===== src/rtl/cpu_pkg.sv =====
// Shared types and constants for the 8-bit core's fetch path.
// Latency: n/a (declarations only).
// Backpressure: n/a.
package cpu_pkg;

    typedef enum logic [1:0] {
        IDLE = 2'd0,
        RUN  = 2'd1,
        DONE = 2'd2
    } pc_state_t;

    localparam int PC_W_DEF   = 10;
    localparam int LUT_W_DEF  = 5;
    localparam int START_ADDR = 0;

    // Regenerated by the assembler flow; entry 31 points at the last word of memory.
    localparam logic [PC_W_DEF-1:0] BR_LUT [2**LUT_W_DEF] = '{
        10'h000, 10'h020, 10'h040, 10'h060, 10'h080, 10'h0A0, 10'h0C0, 10'h0E0,
        10'h100, 10'h120, 10'h140, 10'h160, 10'h180, 10'h1A0, 10'h1C0, 10'h1E0,
        10'h200, 10'h220, 10'h240, 10'h260, 10'h280, 10'h2A0, 10'h2C0, 10'h2E0,
        10'h300, 10'h320, 10'h340, 10'h360, 10'h380, 10'h3A0, 10'h3C0, 10'h3FF
    };

endpackage


===== src/rtl/branch_lut.sv =====
// Branch-target ROM: maps the instruction's immediate index to a jump address.
// Latency: combinational.
// Backpressure: none; always valid.
module branch_lut
    import cpu_pkg::*;
#(
    parameter int PC_W  = PC_W_DEF,
    parameter int LUT_W = LUT_W_DEF
) (
    input  logic [LUT_W-1:0] target_idx,
    output logic [PC_W-1:0]  target
);

    assign target = PC_W'(BR_LUT[target_idx]);

endmodule


===== src/rtl/prog_ctr.sv =====
// Program counter and fetch sequencer (IDLE -> RUN -> DONE).
// Latency: next pc visible one cycle after the sampling edge; zero branch penalty.
// Backpressure: stall freezes pc and the cycle counter while in RUN.
module prog_ctr
    import cpu_pkg::*;
#(
    parameter int PC_W  = 10,
    parameter int LUT_W = 5,
    parameter int CNT_W = 16
) (
    input  logic             clk,
    input  logic             rst_n,
    input  logic             start,
    input  logic             stall,
    input  logic             halt,
    input  logic             branch,
    input  logic             taken,
    input  logic [LUT_W-1:0] target_idx,
    output logic [PC_W-1:0]  pc,
    output logic             fetch_en,
    output logic             done,
    output logic [CNT_W-1:0] cyc_cnt
);

    pc_state_t        state;
    logic [PC_W-1:0]  br_target;
    logic [CNT_W-1:0] cnt_next;

    branch_lut #(
        .PC_W  (PC_W),
        .LUT_W (LUT_W)
    ) u_branch_lut (
        .target_idx (target_idx),
        .target     (br_target)
    );

    // Saturating increment: the counter sticks at all-ones rather than wrapping.
    assign cnt_next = (cyc_cnt == {CNT_W{1'b1}}) ? cyc_cnt : cyc_cnt + CNT_W'(1);
    assign fetch_en = (state == RUN);

    always_ff @(posedge clk) begin
        if (!rst_n) begin
            state   <= IDLE;
            pc      <= '0;
            done    <= 1'b0;
            cyc_cnt <= '0;
        end else begin
            case (state)
                IDLE: begin
                    pc <= PC_W'(START_ADDR);
                    if (start) begin
                        state   <= RUN;
                        cyc_cnt <= '0;
                    end
                end
                RUN: begin
                    if (!stall) begin
                        cyc_cnt <= cnt_next;
                        if (halt) begin
                            state <= DONE;
                            done  <= 1'b1;
                        end else if (branch && taken) begin
                            pc <= br_target;
                        end else begin
                            pc <= pc + PC_W'(1);
                        end
                    end
                end
                DONE: begin
                    // Leaving DONE needs start low, so a held start never reruns.
                    if (!start) begin
                        state <= IDLE;
                        done  <= 1'b0;
                    end
                end
                default: begin
                    state <= IDLE;
                    done  <= 1'b0;
                end
            endcase
        end
    end

endmodule


===== config.mk =====
export PLATFORM = sky130hd
export DESIGN_NAME = prog_ctr
export DESIGN_NICKNAME = d
export VERILOG_FILES = /design/src/rtl/cpu_pkg.sv /design/src/rtl/branch_lut.sv /design/src/rtl/prog_ctr.sv
export SDC_FILE = /design/constraint.sdc
export NUM_CORES = 1
export LEC_CHECK = 0
export CAP_MARGIN = 40
export CORE_AREA = 2 2 48 84
export CTS_BUF_LIST = sky130_fd_sc_hd__clkbuf_8 sky130_fd_sc_hd__clkbuf_16
export DETAILED_ROUTE_END_ITERATION = 10
export DIE_AREA = 0 0 50 86
export PLACE_DENSITY = 0.85
export SKIP_CTS_REPAIR_TIMING = 1
export SKIP_LAST_GASP = 1
export SLEW_MARGIN = 25
export SYNTH_ARGS = -nofsm -noshare
export SYNTH_HDL_FRONTEND = slang
export SYNTH_SLANG_ARGS = --single-unit

===== constraint.sdc =====
create_clock -name clk -period 2 [get_ports clk]
set_input_delay 0.4 -clock clk [delete_from_list [all_inputs] [get_ports clk]]
set_output_delay 0.4 -clock clk [all_outputs]
set_load 0.02 [all_outputs]

==> summary.txt <==
Run status
  • Status: completed

Routing
  • Drt pass-1 iters: 4
  • Number of remaining DRC errors: 0
  • DRT iter0 DRCs: 45
  • Detailed Route WL: between 5 and 6 mm
  • Vias/cell: between 6 and 7
  • Via count: 2055
  • Final antenna-violating net count: 0
  • Wire per inst: about 16 um

Logic synthesis
  • Post-synth top area cell: dfxtp_1
  • Ys flop type: dfxtp_1
  • Seq/Total Area, Yosys: 32.8%
  • Yosys warns: 0
  • Netlist area before placement: approximately 1800 um2
  • Netlist cell types: 52
  • Asr flop ratio synth: 0%
  • Synth Instances: roughly 220
  • Commonest cells in the netlist: nand2_1 (31), dfxtp_1 (29), a21oi_1 (15), nand3_1 (12)
  • Flops & latches, synth: 29
  • EDFF count, synth: 0
  • Post-synthesis area per instance: ~8.1 um2
  • Synth top area share: about a third
  • Count leader, synth: nand2_1
  • Mapped Nets: between 200 and 250
  • Ranking of synthesized cells by area: dfxtp_1 (33%), nand2_1 (6.6%), mux2i_1 (4.5%), a21oi_1 (4.2%), nand4_1 (3.5%)

Global routing
  • Grt total ovfl: 0
  • Initial antenna violation count: 0
  • Vias in the first global route: between 1.5k and 2k
  • First-pass GRT wire length: 8.27 mm
  • Largest net degree at the start of global routing: 14
  • GRT Util Overall: 24.3%

Floorplan
  • Die Y: roughly 86 um
  • Starting Density: about half
  • Rows: 29
  • Full die area: ~4300 um2
  • Die width: roughly 50 um
  • Core ar.: between 3000 and 4000 um2
  • Boundary Pins: 40

STA
  • Final setup viols: 0
  • Fin crit period: roughly 2.0 ns
  • Clk_skew: between 0.004 and 0.005 ns
  • RSZ-0062 raised after global routing: yes
  • Final Cycle Share: between 90% and 100%
  • Max Clk Rate: approximately 500 MHz
  • Slew headroom: between 50% and 60%
  • Slew @ Worst Pin: 0.624 ns
  • Max Slew Vio Count: 0
  • Final Hold Viols: 0

Min path
  • Min-delay worst type: flip-flop to flip-flop

Critical path
  • Crit path kind: flip-flop to output port
  • Worst-path fanout max: 9
  • Worst Path Arrival: 1.56 ns
  • Reg2reg setup slack: 0.16 ns
  • Critical path required time: 1.60 ns
  • Worst Setup End Kind: output port
  • Worst Setup Start Kind: flip-flop

Clocking
  • Num CTS Buffers: 5
  • CTS Sinks: 29
  • Clock root buffer: clkbuf_8
  • Latest clock arrival within the worst-skew pair: approximately 0.28 ns
  • # H-tree levels: 2
  • Clock tree buffer depth: 2
  • Clk slew on worst S/H paths: roughly 0.060 ns
  • CTS tree: done

Finish
  • Area delta synth->final: 39.5%
  • Antenna fix cells: 0
  • Layout cells sized above 1: 16.2%
  • # nets final: between 200 and 300
  • Final Core Density: just under 70%

Placed design
  • Port buffer count: 39
  • GPL Wtd Cong: 0.873
  • Hpwl dp: 3.86 mm

Power
  • Pwr dens: a little over 500 nW/um2
  • Total power draw: roughly 1.3 mW
  • Max VDD drop: 0.000441 V
  • Leak: about 0.87 nW

Flow run
  • MaxCap Viol Count: 0
cell type report:
type / instances / area, um2
fill: 286 / 1130
multi-input combinational: 175 / 1120
timing repair buffer: 67 / 601
sequential: 29 / 582
clock buffer: 5 / 68.8
tap: 46 / 57.6
inverter: 5 / 18.8
clock inverter: 3 / 13.8
path summary, 6_finish.rpt:
path	start	to	depth (start not counted)
min	done	done	2
max	state[0]	fetch_en	3
max reg2reg	cyc_cnt[0]	cyc_cnt[5]	6
min reg2reg	done	done	2
through the flow:
stage | hold WS, ns | std cells | setup TNS [ns] | worst slack (ns) | instance area (um2)
floorplan | 0.533 | 218 | 0 | 0.0753 | 1770
global placement | 0.451 | 321 | -0.343 | -0.0855 | 2370
detailed placement | 0.450 | 321 | -0.623 | -0.123 | 2370
CTS | 0.459 | 329 | -0.0779 | -0.0779 | 2460
global route | 0.481 | 330 | -0.0445 | -0.0445 | 2470
finish | 0.456 | 330 | 0 | 0.0357 | 2470
critical path, cell delays in order (launching register included):
cell	delay [ns]
dfxtp_2	0.41
nand2b_1	0.17
clkinv_1	0.10
clkdlybuf4s50_1	0.60
kinds of logic after synthesis:
group	Yosys count	share of synthesized area [%]
XOR/XNOR	1	0.495
AO/OA/AOI/OAI	62	24.3
adder cells (fa/ha/maj)	2	1.42
multiplexers	8	4.53
AND/OR/NAND/NOR	102	32.9
flip-flops	29	32.8
buffers and inverters	14	3.54
routing by layer:
| metal | track usage (%) | part of all wire (%) |
|---|---|---|
| met2 | 46.1 | 54 |
| met1 | 23.2 | 37 |
| met5 | 0 | 0 |
| met3 | 4.53 | 3.9 |
| met4 | 14.6 | 4.5 |
cell usage in the layout, fill, tap and decap left out, types with 4 or more instances in the layout:
cell / n
o21ai_0: 10
or3_1: 7
nand4_1: 10
and2_1: 4
nand2b_1: 5
dfxtp_1: 28
clkbuf_8: 5
nand2_1: 31
nand3_1: 12
mux2i_1: 8
a211oi_1: 4
nor2_1: 5
inv_1: 5
nor3_1: 7
buf_4: 28
and4_1: 4
a21oi_1: 15
and3_1: 4
clkdlybuf4s50_1: 39
state kept, by name, summed over array words and instances (netlist names):
register	cells
done	1
pc	10
state	2
cyc_cnt	16
report_power, final:
| part | leakage [nW] | total [mW] | switching (mW) | internal, mW |
|---|---|---|---|---|
| clock | 0.0491 | 0.468 | 0.233 | 0.235 |
| sequential | 0.234 | 0.594 | 0.00863 | 0.585 |
| combinational | 0.584 | 0.208 | 0.106 | 0.102 |
Note: power is estimated with default switching activity, not from simulation.
